File: src/rtl/traffic_light_pkg.sv
// Shared types and defaults for the two-street traffic light controller.
// Holds the phase enum, parameter defaults and the phase-timer width helper.
package traffic_light_pkg;

   typedef enum logic [2:0] {
      S_GA   = 3'd0,
      S_YA   = 3'd1,
      S_GB   = 3'd2,
      S_YB   = 3'd3,
      S_EMER = 3'd4
   } state_t;

   localparam int MIN_GREEN_DEF = 4;
   localparam int MAX_GREEN_DEF = 8;
   localparam int YELLOW_DEF    = 2;
   localparam int ALL_RED_DEF   = 2;

   function automatic int timer_width(
      input int a,
      input int b,
      input int c,
      input int d
   );
      int m;
      m = a;
      if (b > m) m = b;
      if (c > m) m = c;
      if (d > m) m = d;
      if (m < 1) m = 1;
      return $clog2(m + 1);
   endfunction

endpackage

File: src/rtl/tlc_phase_timer.sv
// Per-phase cycle counter: cleared on phase change, saturates at all-ones.
// Saturation keeps long greens from wrapping back below the thresholds.
module tlc_phase_timer
   import traffic_light_pkg::*;
#(
   parameter int W = timer_width(MIN_GREEN_DEF, MAX_GREEN_DEF,
                                 YELLOW_DEF, ALL_RED_DEF)
) (
   input  logic         clk,
   input  logic         reset,
   input  logic         clear,
   output logic [W-1:0] count
);

   localparam logic [W-1:0] CMAX = '1;

   always_ff @(posedge clk or posedge reset) begin
      if (reset) begin
         count <= '0;
      end else if (clear) begin
         count <= '0;
      end else if (count != CMAX) begin
         count <= count + 1'b1;
      end
   end

endmodule

File: src/rtl/traffic_light_controller.sv
// Moore controller for a two-street intersection with sensor-driven greens.
// Emergency forces all-red; service then restarts on street A.
module traffic_light_controller
   import traffic_light_pkg::*;
#(
   parameter int MIN_GREEN_CYCLES = MIN_GREEN_DEF,
   parameter int MAX_GREEN_CYCLES = MAX_GREEN_DEF,
   parameter int YELLOW_CYCLES    = YELLOW_DEF,
   parameter int ALL_RED_CYCLES   = ALL_RED_DEF
) (
   input  logic clk,
   input  logic reset,
   input  logic Sa,
   input  logic Sb,
   input  logic emergency,
   output logic Ra,
   output logic Ya,
   output logic Ga,
   output logic Rb,
   output logic Yb,
   output logic Gb
);

   localparam int TW = timer_width(MIN_GREEN_CYCLES, MAX_GREEN_CYCLES,
                                   YELLOW_CYCLES, ALL_RED_CYCLES);

   localparam logic [TW-1:0] T_MIN = TW'(MIN_GREEN_CYCLES - 1);
   localparam logic [TW-1:0] T_MAX = TW'(MAX_GREEN_CYCLES - 1);
   localparam logic [TW-1:0] T_YEL = TW'(YELLOW_CYCLES - 1);
   localparam logic [TW-1:0] T_ALL = TW'(ALL_RED_CYCLES - 1);

   state_t          state_q;
   state_t          state_d;
   logic [TW-1:0]   timer;
   logic            timer_clear;

   // Holding emergency high keeps the all-red timer pinned at zero.
   assign timer_clear = emergency | (state_d != state_q);

   tlc_phase_timer #(
      .W (TW)
   ) u_timer (
      .clk   (clk),
      .reset (reset),
      .clear (timer_clear),
      .count (timer)
   );

   always_ff @(posedge clk or posedge reset) begin
      if (reset) begin
         state_q <= S_GA;
      end else begin
         state_q <= state_d;
      end
   end

   always_comb begin
      state_d = state_q;
      if (emergency) begin
         state_d = S_EMER;
      end else begin
         case (state_q)
            S_GA: begin
               if (timer >= T_MIN &&
                   (!Sa || (Sb && timer >= T_MAX)))
                  state_d = S_YA;
            end
            S_YA: begin
               if (timer == T_YEL) state_d = S_GB;
            end
            S_GB: begin
               if (timer >= T_MIN &&
                   (!Sb || (Sa && timer >= T_MAX)))
                  state_d = S_YB;
            end
            S_YB: begin
               if (timer == T_YEL) state_d = S_GA;
            end
            S_EMER: begin
               if (timer == T_ALL) state_d = S_GA;
            end
            default: state_d = S_GA;
         endcase
      end
   end

   always_comb begin
      Ra = 1'b0;
      Ya = 1'b0;
      Ga = 1'b0;
      Rb = 1'b0;
      Yb = 1'b0;
      Gb = 1'b0;
      case (state_q)
         S_GA: begin
            Ga = 1'b1;
            Rb = 1'b1;
         end
         S_YA: begin
            Ya = 1'b1;
            Rb = 1'b1;
         end
         S_GB: begin
            Ra = 1'b1;
            Gb = 1'b1;
         end
         S_YB: begin
            Ra = 1'b1;
            Yb = 1'b1;
         end
         default: begin
            Ra = 1'b1;
            Rb = 1'b1;
         end
      endcase
   end

endmodule

File: config.mk
export PLATFORM = sky130hd
export DESIGN_NAME = traffic_light_controller
export DESIGN_NICKNAME = d
export VERILOG_FILES = /design/src/rtl/traffic_light_pkg.sv /design/src/rtl/tlc_phase_timer.sv /design/src/rtl/traffic_light_controller.sv
export SDC_FILE = /design/constraint.sdc
export NUM_CORES = 1
export LEC_CHECK = 0
export ABC_AREA = 0
export BUFFER_PORTS_ARGS = -buffer_cell sky130_fd_sc_hd__buf_4
export CORE_AREA = 2 2 39 41
export CTS_BUF_LIST = sky130_fd_sc_hd__clkbuf_4
export DETAILED_ROUTE_END_ITERATION = 10
export DIE_AREA = 0 0 41 43
export GPL_TIMING_DRIVEN = 1
export PLACE_DENSITY = 0.65
export SLEW_MARGIN = 20
export SYNTH_ARGS = -nofsm -noshare
export SYNTH_HDL_FRONTEND = slang
export SYNTH_SLANG_ARGS = --single-unit
File: constraint.sdc
create_clock -name clk -period 1.9 [get_ports clk]
set_input_delay 0.19 -clock clk [delete_from_list [all_inputs] [get_ports clk]]
set_output_delay 0.19 -clock clk [all_outputs]
set_load 0.005 [all_outputs]
**Word level (Yosys, flattened, before mapping)**

Cells that the tools add are included.

- Shifts and indexed selects: 0
- Order comparisons: 2
- Bitwise logic cells: 1
- Multipliers: 0
- Eq/ne operators: 7
- Add/sub/neg operators: 1
- Reductions and logical operators: 13
- Divide/modulo/power cells: 0
- Multiplexer cells: 14

Operators with widths:

| operator | count |
|---|---|
| 3-bit two-way mux | 5 |
| 3-bit one-hot mux with 4 select lines | 1 |
| 4-bit two-way mux | 2 |
| 3-bit by 2-bit equality test with 1-bit output (second input constant) | 2 |
| 1-bit two-way mux | 6 |
| 2-bit OR reduction | 3 |
| 4-bit by 1-bit adder with 4-bit output (second input constant) | 1 |
| 4-bit by 1-bit equality test with 1-bit output (second input constant) | 1 |
| 4-bit by 2-bit greater-or-equal comparator with 1-bit output (second input constant) | 1 |
| 4-bit by 3-bit greater-or-equal comparator with 1-bit output (second input constant) | 1 |
| 1-bit logical AND | 4 |
| 4-bit != test (second input constant) | 1 |
| 3-bit by 1-bit equality test with 1-bit output (second input constant) | 1 |
| 3-bit equality test (second input constant) | 1 |
| 3-bit logical NOT | 1 |
| 3-bit != test | 1 |
| 1-bit logical NOT | 2 |
| 1-bit logical OR | 2 |
| 2-bit nonzero test | 1 |
| 1-bit bitwise OR | 1 |

- Bits in latches: 0
- Bits in registers: 7
- Memories kept: 0
- Memory bits (read-only): 0
- Output and inout bits: 6
- Input port bits: 5
- Bits in writable memories: 0

**Logic depth before layout (Yosys ltp)**

Gate-level depths: netlist of run 1.

- Word-level depth: 10
- Mapped depth: 6

**Hierarchy**

Synthesis of run 1 repeated with hierarchy kept, for this count alone.

- Cell total of the unflattened synthesis: 53
- Area, all modules: 467.9 µm²

Modules (own cells, without submodules):

| module | cells an instance | area each (µm²) | instances |
|---|---|---|---|
| traffic_light_controller | 33 | 255.2 | 1 |
| tlc_phase_timer | 20 | 212.7 | 1 |

**Worst setup path after synthesis of run 1**

Ideal clock, no wire load.

- Path kind: reg-to-reg
- From: register u_timer.count[0]
- To: register u_timer.count[1]
- Arrival: 1.386 ns
- Path buffers: 0
- Slack: 0.402 ns
- Cell stages (with the launch flop): 6
- Period minus slack after synthesis: 1.498 ns
- Data required time: 1.789 ns
- Path through: dfrtp_1 > ha_1 > nor2_1 > a31oi_1 > o2111a_2 > a2111oi_2

- Longest elaborated chain between the ends: 10
- Elaborated cells on any way between the ends: 22
- Those cells by class: add/sub (1); order compare (2); eq/ne (3); mux (8); bitwise (1); reduce/logical (7)

RTL lines:

| what | RTL line | RTL |
|---|---|---|
| start, declared | tlc_phase_timer.sv:12 | `output logic [W-1:0] count` |
| start signal, assigned | tlc_phase_timer.sv:23 | `count <= count + 1'b1;` |
| 4-bit by 3-bit greater-or-equal comparator with 1-bit output | traffic_light_controller.sv:65, traffic_light_controller.sv:73 |  |
| 1-bit logical AND (on tied branches) | traffic_light_controller.sv:73, traffic_light_controller.sv:65 |  |
| 1-bit logical OR (on tied branches) | traffic_light_controller.sv:73, traffic_light_controller.sv:65 |  |
| 1-bit logical AND (on tied branches) | traffic_light_controller.sv:72, traffic_light_controller.sv:64 |  |
| 3-bit two-way mux (on tied branches) | traffic_light_controller.sv:72, traffic_light_controller.sv:64 |  |
| 3-bit one-hot mux with 4 select lines | traffic_light_controller.sv:62 | `case (state_q)` |
| 3-bit two-way mux | traffic_light_controller.sv:59 | `if (emergency) begin` |
| 3-bit != test | traffic_light_controller.sv:38 | `assign timer_clear = emergency \| (state_d != state_q);` |
| 1-bit bitwise OR | traffic_light_controller.sv:38 |  |
| 4-bit two-way mux or 2-bit nonzero test (tied branches) | -- |  |

Parallel ways exist; a longest one is shown, timed or not. The select of a mux whose other input is x is not followed.
A chain may end at the register's enable or synchronous reset.

**Worst setup path in the final report of run 1**

- From: register u_timer.count[0]
- To: register u_timer.count[3]

Same word-level chain as after synthesis.

==> metrics, run 1 <==
worst hold path cell count=2; largest net degree at the start of global routing=8; CTS Buf Count=3; wirelength, routed=~840 um; total power=0.4657 mW; Largest delay share family, worst path=compound AO/OA/AOI/OAI gates; Stages on worst setup path=5; initial antenna violation count=0; fillers=between 100 and 150; peak supply drop=between 0.5 and 0.6 mV; placed cell areas=539.3 sq um; Yosys cell types=22; Hold Startpoint=emergency; fin crit share=86.43%; IO Count=11; P_leak=roughly 0.27 nW; synthesized area per cell=approximately 9.3 sq um; layout cells sized above 1=between 30% and 40%; Slew @ Worst Pin=between 300 and 400 ps; Post-synth EDFFs=0; H-tree depth=1; CP max-delay cell=dfrtp_1; Initial Utilization=32.10%; die height=around 43 um; Post-Syn Area=roughly 440 sq um; vias in the first global route=360; Rel. slew slack=78.37%; Worst EP required=~2000 ps; Worst EP arrival=approximately 1800 ps; Core Region=1384 sq um; IO buf count=10; Post-Syn Instances=48; Final Max Tran Viols=0; drt drc=0; Placed Cells=74; post-route cell area=roughly 580 sq um; post-CTS setup buffers=0; Synth async-reset ratio=100.0%; Ant. Diodes=0; worst min-delay path class=input port to flop; first-pass GRT wire length=1.511 mm; DRT Pass-1 Iters=2; CP Class=flop to flop; non-filler instance count after layout=between 70 and 80; status=finished, final reports clean; Warnings, synthesis=0; Skew-Pair Late Insertion Delay=roughly 250 ps; CP Cell Sequence=ha_1 -> nor2_1 -> a31oi_1 -> o2111a_2 -> a2111oi_2; worst r2r src=u_timer.count[0]$_DFFE_PP0P_; power density over the cells=~800 nW/um^2; endpoints failing setup=0; startpoint types=flop; Chip Width=between 40 and 50 um; Die Footprint=approximately 1800 sq um; final core utilization=approximately two fifths; NumNets Final=71; CP bufs+invs=0; Syn-to-layout area delta=30.42%; RSZ-0062 raised after global routing=no; critical path's largest stage delay=430 ps; Worst R2R End=u_timer.count[3]$_DFFE_PP0P_; predominant post-synthesis flop cell=dfrtp_1; clock skew=~1.5 ps; Final Hold Vio Count=0; Sink Count=7; HPWL reported at the end of detailed placement=659.7 um; wire per inst=around 11 um; Post-Syn Nets=55; CTS tree=yes; hold endpoint=state_q[1]$_DFF_PP0_; Fin Setup TNS=0 ps; Vias=between 300 and 400; crit end category=flop; clk slew on worst S/H paths=50 ps; reg2reg path depth=5; worst-path fanout max=5; grt total ovfl=0; Vias/cell=approximately 4.7; RD Place Congestion=approximately 0.74; register area share after synthesis=39.44%; DRT iter0 DRCs=2; number of synthesized register bits=7; minimum clock period=1642 ps; R2R Setup Slk=about 260 ps; Max Root-Sink Buffers=2; post-route ant nets=0; clock root buffer=clkbuf_4; max frequency=609.0 MHz; number of max-cap violations=0; gr usage total=approximately an eighth; Rows=14
==> cell usage in the layout (no fill, tap or decap), types with 2 or more instances in the layout <==
master and instances:
clkbuf_4 4, a31oi_1 2, nand3_1 2, nor2_1 9, ha_1 2, nor3_1 3, a2111oi_2 2, nand2_1 3
inv_1 5, buf_4 10, dfrtp_1 7
==> final cells by class <==
class | instances | area [sq um] | share of cell area (%)
inverter | 5 | 18.77 | 3.240
clock buffer | 4 | 30.03 | 5.184
sequential | 7 | 175.2 | 30.24
timing repair buffer | 11 | 85.08 | 14.69
multi-input combinational | 36 | 250.2 | 43.20
tap | 16 | 20.02 | 3.456
==> through the flow <==
| stage | worst slack, ps | hold slack, ps |
|---|---|---|
| global placement | 298.6 | 130.0 |
| floorplan | 402.3 | -6.602 |
| detailed placement | 276.1 | 133.7 |
| CTS | 247.7 | 99.95 |
| finish | 257.9 | 107.3 |
| global route | 153.9 | 98.16 |
==> Yosys cell counts (all sizes together) (2+ instances only) <==
cell type,number,share of area [%]
a2111oi,2,6.8
a31oi,2,2.8
dfrtp,7,39
ha,2,5.6
inv,5,4.2
nand2,3,2.5
nand3,2,2.3
nor2,9,7.6
nor3,3,3.4
or2,2,2.8
==> layer usage <==
layer  up-vias  global-route usage (%)  wire length (um)  share of wire [%]
li1        199                       -                 -                  -
met1       170                   16.23               382                 45
met2         4                   18.75               446                 53
met3         0                   3.141                13                1.5
met4         0                   6.000                 0                  0
met5         -                       0                 0                  0
==> repair_timing <==
action                    4_1_cts  5_1_grt
gates resized for setup         0        0
hold buffers                    1        0
hold endpoints to repair        7        0
==> sequential cells by signal, indices dropped and copies added, names as in the netlist <==
| signal | count |
|---|---|
| u_timer.count | 4 |
| state_q | 3 |
==> worst max-delay path by stage <==
stage	startpoint	endpoint	slack (ps)
global route	u_timer.count[0]$_DFFE_PP0P_	u_timer.count[3]$_DFFE_PP0P_	150
floorplan	u_timer.count[0]$_DFFE_PP0P_	u_timer.count[1]$_DFFE_PP0P_	400
CTS	u_timer.count[0]$_DFFE_PP0P_	u_timer.count[3]$_DFFE_PP0P_	250
finish	u_timer.count[0]$_DFFE_PP0P_	u_timer.count[3]$_DFFE_PP0P_	260
detailed placement	u_timer.count[0]$_DFFE_PP0P_	u_timer.count[3]$_DFFE_PP0P_	280
global placement	u_timer.count[0]$_DFFE_PP0P_	u_timer.count[3]$_DFFE_PP0P_	300
==> report_power, final <==
group | switching (mW) | internal, mW
Combinational | 0.0611 | 0.0618
Clock | 0.0519 | 0.0942
Sequential | 0.0288 | 0.168
Total | 0.142 | 0.324
==> worst reg2reg max path, cell delays in order, from the launching register on <==
cell	delay, ps
dfrtp_1	430
ha_1	260
nor2_1	170
a31oi_1	60
o2111a_2	300
a2111oi_2	300
==> cell families after synthesis <==
kind of cell | synth area share [%]
AO/OA/AOI/OAI | 18.87
buffers and inverters | 4.226
AND/OR/NAND/NOR | 27.89
XOR/XNOR | 3.944
flip-flops | 39.44
adder cells (fa/ha/maj) | 5.633
Power figures use the tool's default switching activity.
==> run 2, diff against run 1 <==
ABC_AREA = 1   (was 0)
PLACE_DENSITY = 0.72   (was 0.65)
==> run 2 against run 1 <==
Effect of this change: register-to-register slack improved by 130 ps; routed wire length increased by 19%; synthesized cell count increased by 60%; final cell count increased by 37%; largest power group is now combinational logic.
==> metrics, run 2 <==
status=finished, final reports clean; hold endpoint=state_q[1]$_DFF_PP0_; post-route ant nets=0 (unchanged); Rows=14 (unchanged); post-route cell area=665.6 sq um (+15%); IO buf count=10 (unchanged); Vias=508 (+36%); fin crit share=79.66% (-6.8 points); final core utilization=48.10% (+6.2 points); peak supply drop=0.4890 mV (-4.9%); Max Root-Sink Buffers=2 (unchanged); Post-Syn Area=530.5 sq um (+19%); Yosys top cell area share=33.02% (-6.4 points); DR WL met2=443 um (-0.67%); Post-Syn Instances=77 (+60%); most frequent cells after synthesis=17 x nand2_1, 11 x inv_1, 9 x nor2_1; Fin Setup TNS=0 ps (unchanged); vias in the first global route=429 (+19%); Slew @ Worst Pin=288.7 ps (-34.37 ps); endpoints failing setup=0 (unchanged); reg2reg path depth=11 (+6); biggest regs=u_timer.count x4, state_q x3; wire per inst=9.250 um (-13%); NumNets Final=100 (+41%); wirelength, routed=999 um (+19%); RSZ-0062 raised after global routing=no; worst hold path cell count=2 (unchanged); Largest Register=u_timer.count; R2R Setup Slk=390 ps (+130 ps); Die Footprint=1763 sq um (unchanged); Hold-fix buffers, CTS=1 (unchanged); commonest cells after routing, fill and taps aside=17 x nand2_1, 11 x inv_1, 10 x buf_4, 9 x nor2_1; register area share after synthesis=33.02% (-6.4 points); CTS Buf Count=3 (unchanged); commonest non-fill, non-tap cell in the layout=nand2_1; fillers=138 (-5.5%); Rel. slew slack=80.76% (+2.4 points); Yosys cell types=19 (-14%); layout cells sized above 1=32.61% (-0.72 points); Sink Count=7 (unchanged); post-CTS setup buffers=0 (unchanged); die height=43 um (unchanged); clk slew on worst S/H paths=50 ps (about the same); largest net degree at the start of global routing=8 (unchanged); RD Place Congestion=0.7934 (+6.7%); worst r2r src=u_timer.count[0]$_DFFE_PP0P_; DRT iter0 DRCs=16 (+14); grt total ovfl=0 (unchanged); HPWL reported at the end of detailed placement=792 um (+20%); FF+latch area=175.2 sq um (unchanged); startpoint types=flop; Setup WS post-layout=386.4 ps (+128.5 ps); clock skew=1.331 ps (-0.1779 ps); Final Max Tran Viols=0 (unchanged); Worst R2R End=u_timer.count[2]$_DFFE_PP0P_; CTS tree=yes; Initial Utilization=38.34% (+6.2 points); routed wl met3=39 um (+200%); Post-synth EDFFs=0 (unchanged); Core Region=1384 sq um (unchanged); number of synthesized register bits=7 (unchanged); gr usage total=13.53% (+0.97 points); Post-Syn Nets=84 (+53%); number of max-cap violations=0 (unchanged); Yosys top cell by area=dfrtp_1; Worst EP arrival=1640 ps (-130 ps); synthesized area per cell=6.890 sq um (-26%); drt drc=0 (unchanged); total power=0.6218 mW (+34%); IO Count=11 (unchanged); power density over the cells=934.1 nW/um^2 (+16%); Worst EP required=2030 ps (about the same); predominant post-synthesis flop cell=dfrtp_1; Chip Width=41 um (unchanged); Skew-Pair Late Insertion Delay=240 ps (about the same); top post-synthesis cells by area=dfrtp_1 33%, nand2_1 12%, inv_1 7.8%; max frequency=660.7 MHz (+8.5%); WL met1=489 um (+28%); max reg flops=4 (unchanged); Synth async-reset ratio=100.0% (unchanged); DRT Pass-1 Iters=4 (+2); Ant. Diodes=0 (unchanged); CP Class=flop to flop; worst min-delay path class=input port to flop; placed cell areas=625.6 sq um (+16%); Final Hold Vio Count=0 (unchanged); crit end category=flop; Resized cells post-CTS=0 (unchanged); P_leak=0.3650 nW (+35%); most frequent cell after synthesis=nand2_1; Syn-to-layout area delta=25.47%; first-pass GRT wire length=1.587 mm (+5.0%); worst-path fanout max=4 (-1); minimum clock period=1514 ps (-128.5 ps); pre-CTS setup slack=398.3 ps (+122.2 ps); Vias/cell=4.704 (-0.38%); H-tree depth=1 (unchanged); Hold Startpoint=emergency; clock root buffer=clkbuf_4; uppermost layer routed=met4; Warnings, synthesis=0 (unchanged); initial antenna violation count=0 (unchanged); Multi-input gate area=295.3 sq um (+18%)
==> run 2: cell count changes after synthesis, sizes merged, moves of 2 or more <==
cell | before | now
a2111oi | 2 | 0
a21oi | 1 | 3
nand3 | 2 | 10
nand2 | 3 | 20
nor2 | 9 | 12
inv | 5 | 16
==> run 2: worst max path at each step <==
stage	start	to	slack, ps	cells after the start
final	u_timer.count[0]$_DFFE_PP0P_	u_timer.count[2]$_DFFE_PP0P_	390	11
after CTS	u_timer.count[0]$_DFFE_PP0P_	u_timer.count[2]$_DFFE_PP0P_	390	11
after floorplan	u_timer.count[0]$_DFFE_PP0P_	u_timer.count[2]$_DFFE_PP0P_	520	11
after detailed placement	u_timer.count[0]$_DFFE_PP0P_	u_timer.count[2]$_DFFE_PP0P_	400	11
after global placement	u_timer.count[1]$_DFFE_PP0P_	u_timer.count[1]$_DFFE_PP0P_	440	10
after global routing	u_timer.count[0]$_DFFE_PP0P_	u_timer.count[3]$_DFFE_PP0P_	210	11
==> run 2: cells by family after synthesis <==
| logic type | Yosys count | share of synthesized area, % |
|---|---|---|
| adders and majority gates | 2 | 4.716 |
| AOI/OAI and AO/OA | 5 | 5.661 |
| xor gates and xnor gates | 1 | 1.651 |
| and+or+nand+nor | 45 | 41.74 |
| buffers and inverters | 16 | 11.32 |
| muxes | 1 | 1.887 |
| DFF | 7 | 33.02 |
==> run 2: through the flow <==
step / instances / hold WS, ps
2_1_floorplan: 77 / -6.602
4_1_cts: 108 / 123.7
6_report: 108 / 131.3
5_1_grt: 108 / 110.9
3_3_place_gp: 103 / 123.5
3_5_place_dp: 103 / 124.6
==> run 2: final cells by class <==
type	count	area share, %
inverter	16	9.023
clock buffer	4	4.511
tap	16	3.008
sequential	7	26.32
timing repair buffer	11	12.78
multi-input combinational	54	44.36
==> run 2: worst max-delay path, cell delays in order, from the launching register on <==
cell and delay, ps:
dfrtp_1 420, ha_1 240, nand2_1 100, nand2_1 70
nand2_1 60, nand2_1 50, nand3_1 60, nand3_1 90
nand2_1 80, nand2_1 60, nand3_2 110, nor2_1 50
==> run 2: routing by layer <==
layer / vias up / track usage (%)
met3: 4 / 3.141
li1: 268 / -
met1: 222 / 18.46
met2: 14 / 17.81
met5: - / 0
met4: 0 / 10.00
==> run 2: power by group <==
| part | switching [mW] | leakage, nW | internal, mW | total (mW) |
|---|---|---|---|---|
| logic | 0.142 | 0.254 | 0.111 | 0.254 |
| clock network | 0.0486 | 0.0184 | 0.0940 | 0.143 |
| registers | 0.0436 | 0.0921 | 0.182 | 0.226 |
==> run 3, diff against run 2 <==
PLACE_DENSITY = 0.75   (was 0.72)
clock period = 1.3 ns   (was 1.9 ns; I/O delays follow)
==> run 3 against run 2 <==
Effect of this change: the run now ends with negative setup slack left; critical endpoint is now u_timer.count[0]$_DFFE_PP0P_; via count rose by 15%; register-to-register slack got worse by 610 ps; maximum frequency fell by 0.47%; combinational power rose to 3.2 times the previous value; flip-flop and latch count did not move; non-clock buffer count rose by 17; largest power group unchanged.
==> metrics, run 3 (synthesis results as in run 2) <==
status=complete, but fails checks; failing checks=negative setup slack; Final Hold Vio Count=0 (unchanged); NumNets Final=117 (+17%); worst min-delay path class=input port to flop; Final Max Tran Viols=0 (unchanged); final core utilization=68.44% (+20 points); die height=43 um (unchanged); commonest cells after routing, fill and taps aside=21 x buf_4, 12 x nand2_1, 9 x inv_2, 7 x inv_1; minimum clock period=1521 ps (+7.088 ps); gr usage total=16.09% (+2.6 points); crit end category=flop; H-tree depth=1 (unchanged); CP Cell Sequence=inv_2 -> ha_4 -> inv_2 -> nor2_2 -> nand2_2 -> nand3_4 -> nand3_2 -> nand2_2 -> nor2_2 -> nand3_2 -> nor2_1; Chip Width=41 um (unchanged); drt drc=0 (unchanged); max reg flops=4 (unchanged); clock skew=5.886 ps (+4.555 ps); hold endpoint=state_q[1]$_DFF_PP0_; placed cell areas=698.2 sq um (+12%); clk slew on worst S/H paths=60 ps (about the same); grt total ovfl=0 (unchanged); RD Place Congestion=0.8233 (+3.8%); critical path's largest stage delay=420 ps (about the same); CTS Buf Count=3 (unchanged); Worst EP arrival=1700 ps (+60 ps); Hold Startpoint=emergency; worst hold path cell count=2 (unchanged); CP max-delay cell=dfrtp_1; Initial Utilization=38.34% (unchanged); number of max-cap violations=0 (unchanged); HPWL reported at the end of detailed placement=834.9 um (+5.4%); commonest non-fill, non-tap cell in the layout=buf_4; biggest regs=u_timer.count x4, state_q x3; Core Region=1384 sq um (unchanged); wirelength, routed=1.519 mm (+52%); vias in the first global route=511 (+19%); Worst EP required=1480 ps (-550 ps); reg2reg path depth=11 (unchanged); Sink Count=7 (unchanged); IO buf count=10 (unchanged); power density over the cells=1436 nW/um^2 (+54%); Slew @ Worst Pin=244.6 ps (-44.04 ps); DRT iter0 DRCs=6 (-10); largest net degree at the start of global routing=8 (unchanged); max frequency=657.6 MHz (-0.47%); clock root buffer=clkbuf_4; Syn-to-layout area delta=78.54%; worst-path fanout max=4 (unchanged); CTS tree=yes; post-route cell area=947.2 sq um (+42%); fillers=108 (-22%); first-pass GRT wire length=1.959 mm (+23%); startpoint types=flop; Rows=14 (unchanged); RSZ-0062 raised after global routing=yes; endpoints failing setup=8 (+8); fin crit share=117.0% (+37 points); IO Count=11 (unchanged); CP Class=flop to flop; Ant. Diodes=0 (unchanged); pre-CTS setup slack=-189.9 ps (-588.3 ps); Skew-Pair Late Insertion Delay=250 ps (about the same); Die Footprint=1763 sq um (unchanged); post-route ant nets=0 (unchanged); wire per inst=12.15 um (+31%); initial antenna violation count=0 (unchanged); Rel. slew slack=83.67% (+2.9 points); P_leak=0.4727 nW (+30%); DRT Pass-1 Iters=4 (unchanged); R2R Setup Slk=-220 ps (-610 ps); Vias=583 (+15%); Max Root-Sink Buffers=2 (unchanged); peak supply drop=0.9233 mV (+89%); Worst R2R End=u_timer.count[0]$_DFFE_PP0P_; worst r2r src=u_timer.count[1]$_DFFE_PP0P_; Vias/cell=4.664 (-0.84%); Largest Register=u_timer.count; layout cells sized above 1=64.22% (+32 points); Setup WS post-layout=-220.7 ps (-607.1 ps)
[run 3: where the power goes]
part / internal [mW] / leakage [nW] / switching [mW]
Sequential: 0.269 / 0.0874 / 0.0796
Combinational: 0.444 / 0.368 / 0.375
Clock: 0.112 / 0.0177 / 0.0807
[run 3: metrics by stage]
step	hold slack (ps)	instances	power, mW	setup TNS, ps
after CTS	58.11	120	1.076	-646.5
after global placement	70.35	112	0.7829	-521.1
final	82.53	125	1.360	-935.2
after detailed placement	73.65	112	0.7963	-737.2
after global routing	75.07	125	1.477	-1619
after floorplan	-66.60	77	0.5935	-32.88
[run 3: worst max-delay path by stage]
| stage | start | cells after the start | slack (ps) | end |
|---|---|---|---|---|
| final | u_timer.count[1]$_DFFE_PP0P_ | 11 | -220 | u_timer.count[0]$_DFFE_PP0P_ |
| after global routing | u_timer.count[1]$_DFFE_PP0P_ | 10 | -310 | u_timer.count[0]$_DFFE_PP0P_ |
| after CTS | u_timer.count[1]$_DFFE_PP0P_ | 10 | -150 | u_timer.count[2]$_DFFE_PP0P_ |
| after detailed placement | u_timer.count[1]$_DFFE_PP0P_ | 10 | -190 | u_timer.count[2]$_DFFE_PP0P_ |
| after global placement | u_timer.count[1]$_DFFE_PP0P_ | 10 | -130 | u_timer.count[2]$_DFFE_PP0P_ |
| after floorplan | u_timer.count[0]$_DFFE_PP0P_ | 11 | -10 | u_timer.count[2]$_DFFE_PP0P_ |
[run 3: repair_timing]
action / CTS / global route
endpoints found under the hold margin: 7 / 0
hold buffers: 1 / 0
gates cloned: 0 / 0
endpoints found under the setup margin: 8 / 9
pin swaps: 5 / 10
resized for setup: 12 / 26
setup buffers: 3 / 5
[run 3: area by class of cell]
cell class                 count  area (sq um)  area share [%]
clock buffer                   3         22.52           2.378
multi-input combinational     54         425.4           44.91
inverter                      16         60.06           6.341
clock inverter                 1         5.005          0.5284
sequential                     7         178.9           18.89
tap                           16         20.02           2.114
timing repair buffer          28         235.2           24.83
[run 3: critical path: cells and delay by family (launching register included)]
| family | cells | cell delay, ps |
|---|---|---|
| AND/OR/NAND/NOR | 8 | 710 |
| buffers and inverters | 2 | 140 |
| adder cells (fa/ha/maj) | 1 | 180 |
| flip-flops | 1 | 420 |
[run 3: per-layer routing]
| metal | wire length, um | GRT usage [%] | vias to the layer above |
|---|---|---|---|
| met3 | 42 | 3.141 | 4 |
| met4 | 41 | 6.000 | 0 |
| met5 | 0 | 0 | - |
| met1 | 660 | 22.90 | 268 |
| li1 | - | - | 301 |
| met2 | 775 | 23.44 | 10 |
